===== src/rtl/cigar_rle.sv =====
`default_nettype none
// ============================================================================
//  Module   : cigar_rle
//  Purpose  : Run-length encodes a reverse-ordered compact traceback CIGAR
//             vector into (op, len, last) runs over a valid/ready stream.
//  Revision : 1.0
// ============================================================================
module cigar_rle #(
    parameter int MAX_WAVEFRONT_LEN     = 256,
    parameter int LOG_MAX_WAVEFRONT_LEN = 8
) (
    input  logic                               clk,
    input  logic                               rst,
    input  logic                               start,
    input  logic [2*MAX_WAVEFRONT_LEN-1:0]     cigar_flat,
    input  logic [LOG_MAX_WAVEFRONT_LEN-1:0]   num_compact,
    output logic                               out_valid,
    input  logic                               out_ready,
    output logic [1:0]                         out_op,
    output logic [LOG_MAX_WAVEFRONT_LEN:0]     out_len,
    output logic                               out_last,
    output logic                               busy,
    output logic                               done
);

    localparam int LW = LOG_MAX_WAVEFRONT_LEN;

    localparam logic [1:0] c_IDLE   = 2'd0;
    localparam logic [1:0] c_SCAN   = 2'd1;
    localparam logic [1:0] c_EMIT   = 2'd2;
    localparam logic [1:0] c_FINISH = 2'd3;

    localparam logic [1:0]    c_OP_SKIP = 2'b11;
    localparam logic [LW-1:0] c_ONE_IDX = 1;
    localparam logic [LW:0]   c_ONE_LEN = 1;

    logic [1:0]    r_state;
    logic [1:0]    w_next_state;
    logic [LW-1:0] r_idx;
    logic [LW-1:0] r_remaining;
    logic [LW:0]   r_run_len;
    logic [1:0]    r_run_op;
    logic          r_last;

    logic [1:0]    w_op;
    logic          w_skip;
    logic          w_break;
    logic          w_final;
    logic [LW:0]   w_run_len_next;

    assign w_op    = cigar_flat[{r_idx, 1'b0} +: 2];
    assign w_skip  = (w_op == c_OP_SKIP);
    // A break leaves the current entry unconsumed so it seeds the next run.
    assign w_break = !w_skip && (r_run_len != '0) && (w_op != r_run_op);
    assign w_final = (r_remaining == c_ONE_IDX);
    assign w_run_len_next = w_skip ? r_run_len : (r_run_len + c_ONE_LEN);

    always_ff @(posedge clk) begin
        if (rst) begin
            r_state <= c_IDLE;
        end else begin
            r_state <= w_next_state;
        end
    end

    always_comb begin
        w_next_state = r_state;
        case (r_state)
            c_IDLE: begin
                if (start) begin
                    w_next_state = (num_compact == '0) ? c_FINISH : c_SCAN;
                end
            end
            c_SCAN: begin
                if (w_break) begin
                    w_next_state = c_EMIT;
                end else if (w_final) begin
                    w_next_state = (w_run_len_next != '0) ? c_EMIT : c_FINISH;
                end
            end
            c_EMIT: begin
                if (out_ready) begin
                    w_next_state = r_last ? c_FINISH : c_SCAN;
                end
            end
            default: begin
                w_next_state = c_IDLE;
            end
        endcase
    end

    always_ff @(posedge clk) begin
        if (rst) begin
            r_idx       <= '0;
            r_remaining <= '0;
            r_run_len   <= '0;
            r_run_op    <= '0;
            r_last      <= 1'b0;
        end else begin
            case (r_state)
                c_IDLE: begin
                    if (start) begin
                        r_idx       <= num_compact - c_ONE_IDX;
                        r_remaining <= num_compact;
                        r_run_len   <= '0;
                        r_last      <= 1'b0;
                    end
                end
                c_SCAN: begin
                    if (w_break) begin
                        r_last <= 1'b0;
                    end else begin
                        r_idx       <= r_idx - c_ONE_IDX;
                        r_remaining <= r_remaining - c_ONE_IDX;
                        r_run_len   <= w_run_len_next;
                        r_last      <= w_final;
                        if (!w_skip) begin
                            r_run_op <= w_op;
                        end
                    end
                end
                c_EMIT: begin
                    if (out_ready) begin
                        r_run_len <= '0;
                    end
                end
                default: begin
                end
            endcase
        end
    end

    always_comb begin
        out_valid = (r_state == c_EMIT);
        out_op    = (r_state == c_EMIT) ? r_run_op : 2'b00;
        out_len   = (r_state == c_EMIT) ? r_run_len : '0;
        out_last  = (r_state == c_EMIT) && r_last;
        busy      = (r_state != c_IDLE);
        done      = (r_state == c_FINISH);
    end

endmodule
`default_nettype wire


===== config.mk =====
export PLATFORM = sky130hd
export DESIGN_NAME = cigar_rle
export DESIGN_NICKNAME = d
export VERILOG_FILES = /design/src/rtl/cigar_rle.sv
export SDC_FILE = /design/constraint.sdc
export NUM_CORES = 1
export LEC_CHECK = 0
export CAP_MARGIN = 30
export CORE_AREA = 3 3 208 210
export CTS_CLUSTER_DIAMETER = 100
export DETAILED_ROUTE_END_ITERATION = 8
export DIE_AREA = 0 0 211 213
export PLACE_DENSITY = 0.42
export SETUP_SLACK_MARGIN = 0.1
export SLEW_MARGIN = 30
export SYNTH_ARGS = -nofsm -noshare
export SYNTH_HDL_FRONTEND = slang
export SYNTH_SLANG_ARGS = --single-unit
export TNS_END_PERCENT = 30

===== constraint.sdc =====
create_clock -name clk -period 4.16 [get_ports clk]
set_clock_uncertainty 0.2 [all_clocks]
set_input_delay 0.624 -clock clk [delete_from_list [all_inputs] [get_ports clk]]
set_output_delay 0.624 -clock clk [all_outputs]
set_load 0.02 [all_outputs]

After elaboration in Yosys (flattened, before gate mapping)
Cells that the tools add are included.
{ "totals": {"regBits": 30, "latch_bits": 0, "mem_bits_rw": 0, "mem_bits_ro": 0, "in_bits": 524, "output_inout_bits": 15, "n_memories": 0} }
{ "classes": {"addsub": 4, "multipliers": 0, "n_div": 0, "magnitude_cmp": 0, "n_eq_ne": 10, "shifts": 1, "n_mux": 24, "bitwise": 2, "n_reduce_logical": 16} }
{ "op_table": {"columns": ["cell", "n"], "rows": [
  ["$shiftx A512 B10 Y2", 1],
  ["$mux W9", 5],
  ["$mux W8", 4],
  ["$pmux W8 S2", 2],
  ["$pmux W9 S3", 1],
  ["$sub A8 B1 Y8 const B", 3],
  ["$reduce_bool A9 Y1", 2],
  ["$mux W2", 7],
  ["$add A9 B1 Y9 const B", 1],
  ["$reduce_and A3 Y1", 3],
  ["$eq A8 B1 Y1 const B", 1],
  ["$logic_not A8 Y1", 1],
  ["$eq A2 B2 Y1 const B", 3],
  ["$pmux W2 S3", 1],
  ["$ne A2 B2 Y1 const B", 2],
  ["$reduce_and A4 Y1", 1],
  ["$reduce_bool A2 Y1", 2],
  ["$logic_and A1 B1 Y1", 3],
  ["$mux W1", 3],
  ["$ne A3 B3 Y1 const B", 1],
  ["$reduce_bool A3 Y1", 1],
  ["$eq A2 B1 Y1 const B", 1],
  ["$logic_not A2 Y1", 1],
  ["$ne A2 B1 Y1 const B", 1],
  ["other kinds (5)", 6]
]} }

Depth between registers and ports, before layout
Gate-level depths: netlist (run 1).
{ "depth": {"depth_word": 8, "depth_mapped": 15} }

Worst setup path before layout (run 1)
No wires, ideal clock.
{ "synth_timing": {"kind": "register -> register", "from": "register r_idx[0]", "to": "register r_run_len[5]", "setup_ns": 0.074, "arrival_time_ns": 3.296, "required_ns": 3.886, "setup_slack_ns": 0.589, "path_stages_with_launch": 15, "path_buffers": 4, "period_less_slack_ns": 3.571, "path_cell_list": "dfxtp_1 -> buf_6 -> buf_6 -> buf_6 -> buf_2 -> mux4_2 -> a22oi_1 -> nand2_1 -> a22oi_1 -> nand3_1 -> a41o_1 -> a32oi_4 -> o211ai_4 -> or4_1 -> a31oi_1"} }
{ "synth_via": {"elab_chain_len": 7, "elab_cells_between_ends": 11, "cone_classes": "eq/ne (3); shift (1); mux (3); reduce/logical (4)"} }
{ "synth_lines": {"columns": ["element", "line", "source"], "rows": [
  ["from (decl)", "39", "logic [LW-1:0] r_idx;"],
  ["from (signal assigned)", "103", "r_idx <= num_compact - c_ONE_IDX;"],
  ["from (signal assigned)", "113", "r_idx <= r_idx - c_ONE_IDX;"],
  ["$shiftx A512 B10 Y2 *", "51", "assign w_op = cigar_flat[{r_idx, 1'b0} +: 2];"],
  ["$eq A2 B2 Y1", "52", "assign w_skip = (w_op == c_OP_SKIP);"],
  ["$logic_not A1 Y1", null, null],
  ["$logic_and A1 B1 Y1 (2 in series)", "54", "assign w_break = !w_skip && (r_run_len != '0) && (w_op != r_run_op);"],
  ["$ne A2 B2 Y1 (no source line)", null, null],
  ["$reduce_and A4 Y1 (no source line)", null, null],
  ["to (signal assigned)", "115", "r_run_len <= w_run_len_next;"],
  ["to (decl)", "41", "logic [LW:0] r_run_len;"]
]} }
Every way passes the cells marked *; elsewhere a longest branch is shown, timed or not. The select of a mux whose other input is x is not followed.
A chain may end at the register's enable or synchronous reset.

Final worst setup path (run 1)
{ "layout_timing": {"from": "input cigar_flat[68]", "to": "register r_idx[3]"} }
{ "layout_via": {"elab_chain_len": 7, "elab_cells_between_ends": 8, "cone_classes": "eq/ne (3); shift (1); reduce/logical (4)"} }
{ "layout_lines": {"columns": ["element", "line", "source"], "rows": [
  ["from (decl)", "15", "input logic [2*MAX_WAVEFRONT_LEN-1:0] cigar_flat,"],
  ["$shiftx A512 B10 Y2 *", "51", null],
  ["$eq A2 B2 Y1", "52", null],
  ["$logic_not A1 Y1", null, null],
  ["$logic_and A1 B1 Y1", "54", null],
  ["$logic_and A1 B1 Y1 *", "54", null],
  ["$ne A2 B2 Y1 (no source line) *", null, null],
  ["$reduce_and A3 Y1 (no source line) *", null, null]
]} }
Every way passes the cells marked *; elsewhere a longest branch is shown, timed or not.

==> results.md, run 1 <==
- Outcome: finished clean
- CP Capture Type: flip-flop
- Async S/R FF share, synth: 0%
- FF-to-FF Start: r_idx[0]
- Final hold violation count: 0
- Synth warnings: 0
- Die area: 44900 µm²
- Post-route minimum period: 3890 ps
- Worst Setup SP: cigar_flat[68]
- Synth-to-Final Area Change: 103%
- Part of the Yosys area used for sequential elements: 9.21%
- Netlist cell types: 62
- Vias in the first global route: 9058
- CTS Root Cell: clkbuf_16
- Reg2reg end: r_idx[3]
- Die W: between 200 and 250 µm
- Fin crit share: 93.5%
- PortBufs: 538
- CTS tree: done
- Fill count: 4372
- Initial Util: 15.6%
- Nets: around 1800
- First drt pass iteration count: 4
- Vias post-DR: approximately 8500
- Synth Net Count: 1228
- Vias/cell: 4.72
- Wire length on met2: 23.1 mm
- Multi-input logic area: 5580 µm²
- Top Metal Used: met5
- DR WL/cell: 26.2 µm
- Number of cells produced by synthesis: 699
- Initial antenna violation count: 15
- Clock Pin Slew Worst Setup and Hold Paths: roughly 60 ps
- RePlAce Congestion: a little under 0.9
- Worst EP arrival: 3880 ps
- R2R cell count: 13
- Clk_lat worst skew: roughly 280 ps
- Number of synthesized register bits: 30
- Fin area: around 13000 µm²
- H-Tree Level Count: 2
- Relative slew slack: between 30% and 40%
- Clk sink count: 30
- Wire length on met1: 20.0 mm
- Remaining Overflow, GRT: 0
- Boundary Pins: between 500 and 600
- EDFF count, synth: 0
- Post-synth top flop: dfxtp_1
- IR drop worst, VDD: around 0.00024 V
- Placed Area: 12900 µm²
- Setup WS post-layout: 271 ps
- Final setup fails: 0
- DRC viols: 0
- Share of cells above drive strength 1: 16.3%
- WL final: 47.1 mm
- Register area: 609 µm²
- Crit-path max FO: 8
- CTS max path bufs: 2
- Leak pwr: 4.59 nW
- GRT Overall Usage: about a fifth
- Worst setup path end: r_idx[3]
- Slew Limit Fails: 0
- Largest net degree at the start of global routing: 34
- Crit path launch type: input pin
- DRT antenna net count: 0
- Utilization after layout: 31.6%
- Pre-CTS setup slack: -107 ps
- Critical path data required time: roughly 4200 ps
- Pwr Density: 481 nW/µm²
- Drt initial violations: 458
- CORE AREA: roughly 42000 µm²
- Site row count: between 70 and 80
- Worst Hold Class: flip-flop to flip-flop
- R2R Setup Slk: around 320 ps
- Synth Area per Inst: between 9 and 10 µm²
- Pwr Total: 6.35 mW
- Max Cap Viol: 0
- Global-route wire length before repair: 65.0 mm
- Chip height: approximately 210 µm
- Post-Synthesis Cell Area: 6520 µm²
- Setup CP Type: input pin to flip-flop
- CTS Hold Bufs: 0
- RSZ-0062 raised after global routing: no
- DR WL met3: 3.51 mm
- Worst-margin pin slew: 1020 ps
- Total CTS buffers: 5
- Post-DP HPWL: roughly 40 mm
- Fmax: between 200 and 300 MHz
layer usage:
layer	vias to the layer above	GRT usage [%]
met3	30	5.36
met5	-	0
met1	4135	25.6
met2	353	35.0
met4	14	2.54
li1	3946	-
logic make-up after synthesis:
family                   count (synthesis)  synth area share [%]
XOR/XNOR                                12                  1.61
adder cells (fa/ha/maj)                  5                 0.960
AND/OR/NAND/NOR                        231                  17.9
flip-flops                              30                  9.21
multiplexers                           184                  46.7
AO/OA/AOI/OAI                          156                  17.5
buffers and inverters                   81                  6.08
per-stage QoR:
stage	setup TNS [ps]	hold slack [ps]	instances
6_report	0	297	1796
3_5_place_dp	-750	289	1771
2_1_floorplan	0	252	699
4_1_cts	0	297	1779
3_3_place_gp	-705	275	1771
5_1_grt	0	343	1796
critical path: stages:
cell	delay, ps
clkdlybuf4s50_1	410
mux4_2	470
a22oi_2	190
nand2_1	100
a22o_1	280
or4_4	440
a41o_1	260
a32oi_4	380
buf_4	220
nor2b_1	170
xnor2_1	80
a221oi_1	240
state kept, by name (all words and copies together), names as in the netlist:
signal and count:
r_run_len 9, r_idx 8, r_remaining 8, r_run_op 2, r_state 2, r_last 1
report_power, final:
group	leakage, nW	switching, mW	total, mW	internal (mW)
sequential	0.248	0.163	0.556	0.393
clock	0.0772	0.152	0.389	0.238
combinational	4.27	2.70	5.40	2.71
total	4.59	3.01	6.35	3.34
Yosys cell counts, types with 3 or more instances:
library cell	count	share of area (%)
a22oi_1	44	5.1
buf_6	4	0.69
buf_1	3	0.17
o211ai_1	5	0.58
ha_1	5	0.96
a22o_1	7	0.94
o31ai_1	3	0.35
nand2b_1	7	0.67
or4_1	4	0.46
a221oi_1	5	0.67
xor2_1	5	0.67
inv_1	14	0.81
nand2_1	57	3.3
buf_2	20	1.5
or3_1	4	0.38
a21oi_1	33	2.5
nor4_1	12	1.2
a41o_1	3	0.46
nor2b_1	12	1.2
dfxtp_1	30	9.2
and2_1	17	1.6
xnor2_1	7	0.94
o21ai_0	14	1.1
mux2i_1	88	14
nor2_1	40	2.3
a31oi_1	10	0.96
o211a_1	3	0.46
clkbuf_1	30	1.7
o22ai_1	4	0.38
nand4_1	8	0.77
buf_4	10	1.2
nand3_1	35	2.7
nor3_1	18	1.4
mux4_2	96	33
a211oi_1	4	0.46
a2bb2oi_1	3	0.40
and3_1	5	0.48
layout make-up:
class	count	area share, %
inverters	14	0.398
repair buffers	613	46.4
flip-flops and latches	30	4.61
diodes	4	0.0758
well taps	539	5.11
multi-input cells	588	42.2
clock buffers	6	1.05
clock inverters	2	0.0853
timing repair:
item                                   in CTS  in global routing
endpoints found under the hold margin       0                  0
setup endpoints to repair                   0                 22
gates resized for setup                     0                 13
buffers inserted                            0                 12
cell usage in the layout (no fill, tap or decap), types with 10 or more instances in the layout:
| cell | instances |
|---|---|
| mux4_2 | 96 |
| a21oi_1 | 33 |
| dfxtp_1 | 27 |
| nor2_1 | 39 |
| o21ai_0 | 14 |
| mux2i_1 | 88 |
| a31oi_1 | 10 |
| a22oi_1 | 39 |
| buf_12 | 11 |
| inv_1 | 14 |
| buf_4 | 59 |
| and2_1 | 17 |
| clkdlybuf4s50_1 | 538 |
| nor3_1 | 18 |
| nand3_1 | 35 |
| nor2b_1 | 10 |
| nand2_1 | 57 |
how the worst min path moves through the flow:
stage | endpoint | slack, ps | from | depth (start not counted)
2_1_floorplan | r_remaining[6] | 250 | r_remaining[6] | 2
3_3_place_gp | r_remaining[6] | 280 | r_remaining[6] | 2
3_5_place_dp | r_remaining[6] | 290 | r_remaining[6] | 2
4_1_cts | r_remaining[6] | 300 | r_remaining[6] | 2
5_1_grt | r_remaining[6] | 340 | r_remaining[6] | 2
6_report | r_remaining[6] | 300 | r_remaining[6] | 2
No activity file was read; power rests on OpenSTA's default activity.
==> inputs of run 2 (changes only) <==
--- a/config.mk
+++ b/config.mk
@@ -11,6 +11,7 @@
 export DETAILED_ROUTE_END_ITERATION = 8
 export DIE_AREA = 0 0 211 213
 export PLACE_DENSITY = 0.42
+export RECOVER_POWER = 25
 export SETUP_SLACK_MARGIN = 0.1
 export SLEW_MARGIN = 30
 export SYNTH_ARGS = -nofsm -noshare
==> results.md, run 2 (same netlist as run 1, synthesis figures left out) <==
- Max Cap Viol: 0
- Pre-CTS setup slack: -107 ps
- Worst-margin pin slew: about 1000 ps
- Final cell count without fillers: 1796
- RSZ-0062 raised after global routing: no
- CTS max path bufs: 2
- Inst Count DP: 1771
- Vias post-DR: 8487
- Max reg flops: 9
- IR drop worst, VDD: 0.000242 V
- Register area: 609 µm²
- CTS Root Cell: clkbuf_16
- Fmax: ~260 MHz
- Worst Hold Class: flip-flop to flip-flop
- Commonest non-fill, non-tap cell in the layout: clkdlybuf4s50_1
- Clk_lat worst skew: approximately 280 ps
- Crit-path max FO: 8
- Worst Setup SP: cigar_flat[68]
- Boundary Pins: approximately 540
- Site row count: 75
- Sequential Power Share: 8.8%
- Fill count: approximately 4400
- GRT Overall Usage: between 20% and 30%
- Initial antenna violation count: 15
- Outcome: finished clean
- WL final: 47.1 mm
- Clock Pin Slew Worst Setup and Hold Paths: about 60 ps
- Leak pwr: 4.63 nW
- Pwr Density: 480 nW/µm²
- Switching Fraction: 47.5%
- Largest net degree at the start of global routing: 34
- Global-route wire length before repair: 65.0 mm
- Vias/cell: between 4 and 5
- FF-to-FF Start: r_idx[0]
- P_int: 3.33 mW
- Worst EP arrival: 3870 ps
- Final hold violation count: 0
- Initial Util: between 15 and 20%
- First drt pass iteration count: 4
- Fin area: around 13000 µm²
- Post-route minimum period: 3890 ps
- Comb power frac: 85.1%
- Post-DP HPWL: between 40 and 50 mm
- Nets: 1781
- RePlAce Congestion: just under 0.9
- Highest-count cells in the layout ignoring fill and taps: clkdlybuf4s50_1, mux4_2, mux2i_1
- Remaining Overflow, GRT: 0
- Slew Limit Fails: 0
- Hold_sp: r_remaining[6]
- Placed Area: approximately 13000 µm²
- Crit path launch type: input pin
- Top reg by flops: r_run_len
- Die area: 44900 µm²
- Chip height: 213 µm
- Die W: 211 µm
- Vias in the first global route: 9058
- DRC viols: 0
- Fin crit share: 93.4%
- PortBufs: approximately 540
- Sw Pwr: roughly 3.0 mW
- CORE AREA: 41800 µm²
- Total CTS buffers: 5
- Drt initial violations: 458
- Setup_tns: 0 ps
- Share of cells above drive strength 1: 16.3%
- Clock Power Share: roughly 6.1%
- Setup CP Type: input pin to flip-flop
- DR WL/cell: 26.2 µm
- DRT antenna net count: 0
- CTS tree: done
- Clk sink count: 30
- Pwr Total: approximately 6.3 mW
- Multi-input logic area: 5580 µm²
- Relative slew slack: a little under a third
- Critical path data required time: 4150 ps
- Synth-to-Final Area Change: 103%
- CP Capture Type: flip-flop
- Setup WS post-layout: 274 ps
- H-Tree Level Count: 2
- CTS Hold Bufs: 0
- Largest registers: r_run_len: 9 flops, r_idx: 8 flops, r_remaining: 8 flops
- Final setup fails: 0
==> run 2: changes by cell type in the layout (fill, tap and decap cells not counted) <==
cell,delta
clkdlybuf4s50_1,-11
dlygate4sd3_1,+11
==> run 2: path summary, 6_finish.rpt <==
check                        end  slack [ps]  cells past startpoint
hold / removal    r_remaining[6]         300                      2
setup / recovery        r_idx[3]         270                     12
setup reg to reg        r_idx[3]         320                     13
hold reg to reg   r_remaining[6]         300                      2
==> run 2: power groups by stage <==
stage | clock, mW | combinational, mW | sequential (mW)
final | 0.389 | 5.40 | 0.555
after global routing | 0.408 | 5.84 | 0.575
after CTS | 0.391 | 5.31 | 0.562
after detailed placement | 0 | 5.29 | 0.567
after global placement | 0 | 5.28 | 0.570
after floorplan | 0 | 3.19 | 0.469
==> run 2: timing repair <==
| item | 4_1_cts | 5_1_grt |
|---|---|---|
| gates resized for setup | 0 | 13 |
| setup endpoints to repair | 0 | 22 |
| setup buffers | 0 | 12 |
==> run 2: per-layer routing <==
layer,vias to the layer above,global-route usage (%),wire length (µm)
met5,-,0,88
met4,14,2.54,386
met3,30,5.36,3530
met2,356,35.0,23100
met1,4139,25.6,20000
li1,3948,-,-
==> run 2: cell type report <==
type                    count  area share [%]
well taps                 539            5.11
clock buffers               6            1.05
inverters                  14           0.398
diodes                      4          0.0758
flip-flops and latches     30            4.61
multi-input cells         588            42.2
clock inverters             2          0.0853
repair buffers            613            46.4
==> run 2: through the flow <==
stage	utilization, %	hold slack, ps
2_1_floorplan	-	252
3_3_place_gp	30.8	275
3_5_place_dp	30.8	289
4_1_cts	31.1	297
5_1_grt	31.6	343
6_report	31.6	297
==> run 2: critical path: stages <==
cell and delay (ps):
clkdlybuf4s50_1 410, mux4_2 470, a22oi_2 190, nand2_1 100
a22o_1 280, or4_4 440, a41o_1 260, a32oi_4 380
buf_4 220, nor2b_1 170, xnor2_1 80, a221oi_1 240
==> inputs of run 3 (changes only) <==
--- a/config.mk
+++ b/config.mk
@@ -6,12 +6,13 @@
 export NUM_CORES = 1
 export LEC_CHECK = 0
 export CAP_MARGIN = 30
-export CORE_AREA = 3 3 208 210
+export CORE_AREA = 3 3 211 213
 export CTS_CLUSTER_DIAMETER = 100
 export DETAILED_ROUTE_END_ITERATION = 8
-export DIE_AREA = 0 0 211 213
-export PLACE_DENSITY = 0.42
-export RECOVER_POWER = 25
+export DIE_AREA = 0 0 214 216
+export DONT_BUFFER_PORTS = 1
+export PLACE_DENSITY = 0.3
+export RECOVER_POWER = 100
 export SETUP_SLACK_MARGIN = 0.1
 export SLEW_MARGIN = 30
 export SYNTH_ARGS = -nofsm -noshare
==> results.md, run 3 (same netlist as run 1, synthesis figures left out) <==
- Outcome: finished clean
- WL final: 38.9 mm
- H-Tree Level Count: 2
- Final hold violation count: 0
- Final setup fails: 0
- Remaining Overflow, GRT: 0
- Inst Count DP: 1278
- Slew Limit Fails: 0
- R2R cell count: 13
- Chip height: roughly 220 µm
- R2R Setup Slk: 280 ps
- Pwr Density: 730 nW/µm²
- Hold Path Depth: 1
- DRT antenna net count: 0
- Max reg flops: 9
- Fmax: between 200 and 300 MHz
- CTS tree: done
- Setup CP Type: flip-flop to flip-flop
- Hold slack: 212 ps
- Commonest non-fill, non-tap cell in the layout: mux4_2
- Fin crit share: 93.3%
- Pwr Total: around 5.7 mW
- Vias post-DR: 6513
- CP Capture Type: flip-flop
- Critical path data required time: 4170 ps
- Boundary Pins: 539
- IR drop worst, VDD: around 0.00026 V
- Largest registers: r_run_len: 9 flops, r_idx: 8 flops, r_remaining: 8 flops
- Worst EP arrival: between 3000 and 4000 ps
- Clock Pin Slew Worst Setup and Hold Paths: about 60 ps
- Max Cap Viol: 0
- DRC viols: 0
- Die W: between 200 and 250 µm
- Drt initial violations: 391
- Setup_tns: 0 ps
- Final cell count without fillers: around 1300
- CTS Root Cell: clkbuf_16
- Met2 usage: 26.5%
- Clk sink count: 30
- RSZ-0062 raised after global routing: yes
- Hold path endpoint: r_idx[0]
- Total CTS buffers: 5
- Met3 GRT Util: under 10%
- FF-to-FF Start: r_idx[1]
- Reg2reg end: r_run_len[7]
- Post-DP HPWL: 33.5 mm
- Vias/cell: 5.01
- Leak pwr: 2.45 nW
- Crit-path max FO: 35
- Top reg by flops: r_run_len
- Clk_lat worst skew: 280 ps
- DR WL/cell: 29.9 µm
- PortBufs: 0
- Met1 usage: 20.9%
- CTS Hold Bufs: 0
- CORE AREA: 42900 µm²
- Global-route wire length before repair: between 50 and 60 mm
- Worst-margin pin slew: 852 ps
- Fill count: around 4800
- Initial antenna violation count: 11
- First drt pass iteration count: 5
- Relative slew slack: 43.2%
- Synth-to-Final Area Change: 19.8%
- Initial Util: around 15%
- CTS max path bufs: 2
- Hold_sp: rst
- Nets: 1242
- Post-route minimum period: 3880 ps
- Site row count: between 70 and 80
- RePlAce Congestion: 0.923
- Vias in the first global route: around 6800
- Largest net degree at the start of global routing: 37
- GRT Overall Usage: roughly 16%
- Highest-count cells in the layout ignoring fill and taps: mux4_2, mux2i_1, nand2_1
- Busiest layer in global routing: met2
- Die area: about 46000 µm²
- Share of cells above drive strength 1: 27.2%
- Crit path launch type: flip-flop
- Worst Hold Class: input pin to flip-flop
## run 3: stage by stage
step	cell area (µm²)	utilization [%]	setup slack, ps
detailed placement	7540	17.6	26.9
CTS	7710	18.0	115
global route	7810	18.2	58.9
global placement	7540	17.6	30.5
finish	7810	18.2	278
floorplan	6520	-	589
## run 3: repair_timing
action / CTS / global route
hold endpoints to repair: 0 / 0
setup endpoints to repair: 5 / 22
setup buffers: 0 / 12
gates cloned: 0 / 1
pin swaps: 0 / 1
gates resized for setup: 3 / 8
## run 3: critical path, cell delays in order (launching register included)
cell	delay [ps]
dfxtp_4	430
buf_12	230
buf_12	240
mux4_2	530
mux2i_1	180
nor2_1	60
nor4_1	280
a22oi_1	180
a41o_1	260
a32oi_1	260
buf_12	190
o211ai_4	110
or4_1	420
a31oi_1	170
## run 3: where the power goes
part           internal (mW)  switching [mW]  leakage (nW)  total [mW]
combinational           2.18            2.57          2.13        4.75
clock                  0.237           0.143        0.0739       0.381
sequential             0.393           0.175         0.248       0.568
total                   2.81            2.89          2.45        5.70
## run 3: layout make-up
class / count / area [µm²] / area share [%]
sequential: 30 / 609 / 7.80
timing repair buffer: 74 / 724 / 9.27
tap: 585 / 732 / 9.37
inverter: 14 / 52.6 / 0.673
multi-input combinational: 588 / 5540 / 70.9
clock inverter: 1 / 5.00 / 0.0641
clock buffer: 7 / 143 / 1.83
antenna: 2 / 5.00 / 0.0641
## run 3: metal layers
layer	up-vias	wire length, µm
met2	360	18600
met5	-	82
met4	12	281
met1	3255	16900
li1	2855	-
met3	31	3010
## run 3: worst max-delay path by stage
stage	from	to	slack [ps]	depth (start not counted)
after floorplan	r_idx[0]	r_run_len[5]	590	14
after global placement	r_idx[0]	r_run_len[7]	30	13
after detailed placement	r_idx[0]	r_run_len[5]	30	13
after CTS	r_idx[0]	r_run_len[7]	120	13
after global routing	r_idx[1]	r_run_len[5]	60	13
final	r_idx[1]	r_run_len[7]	280	13
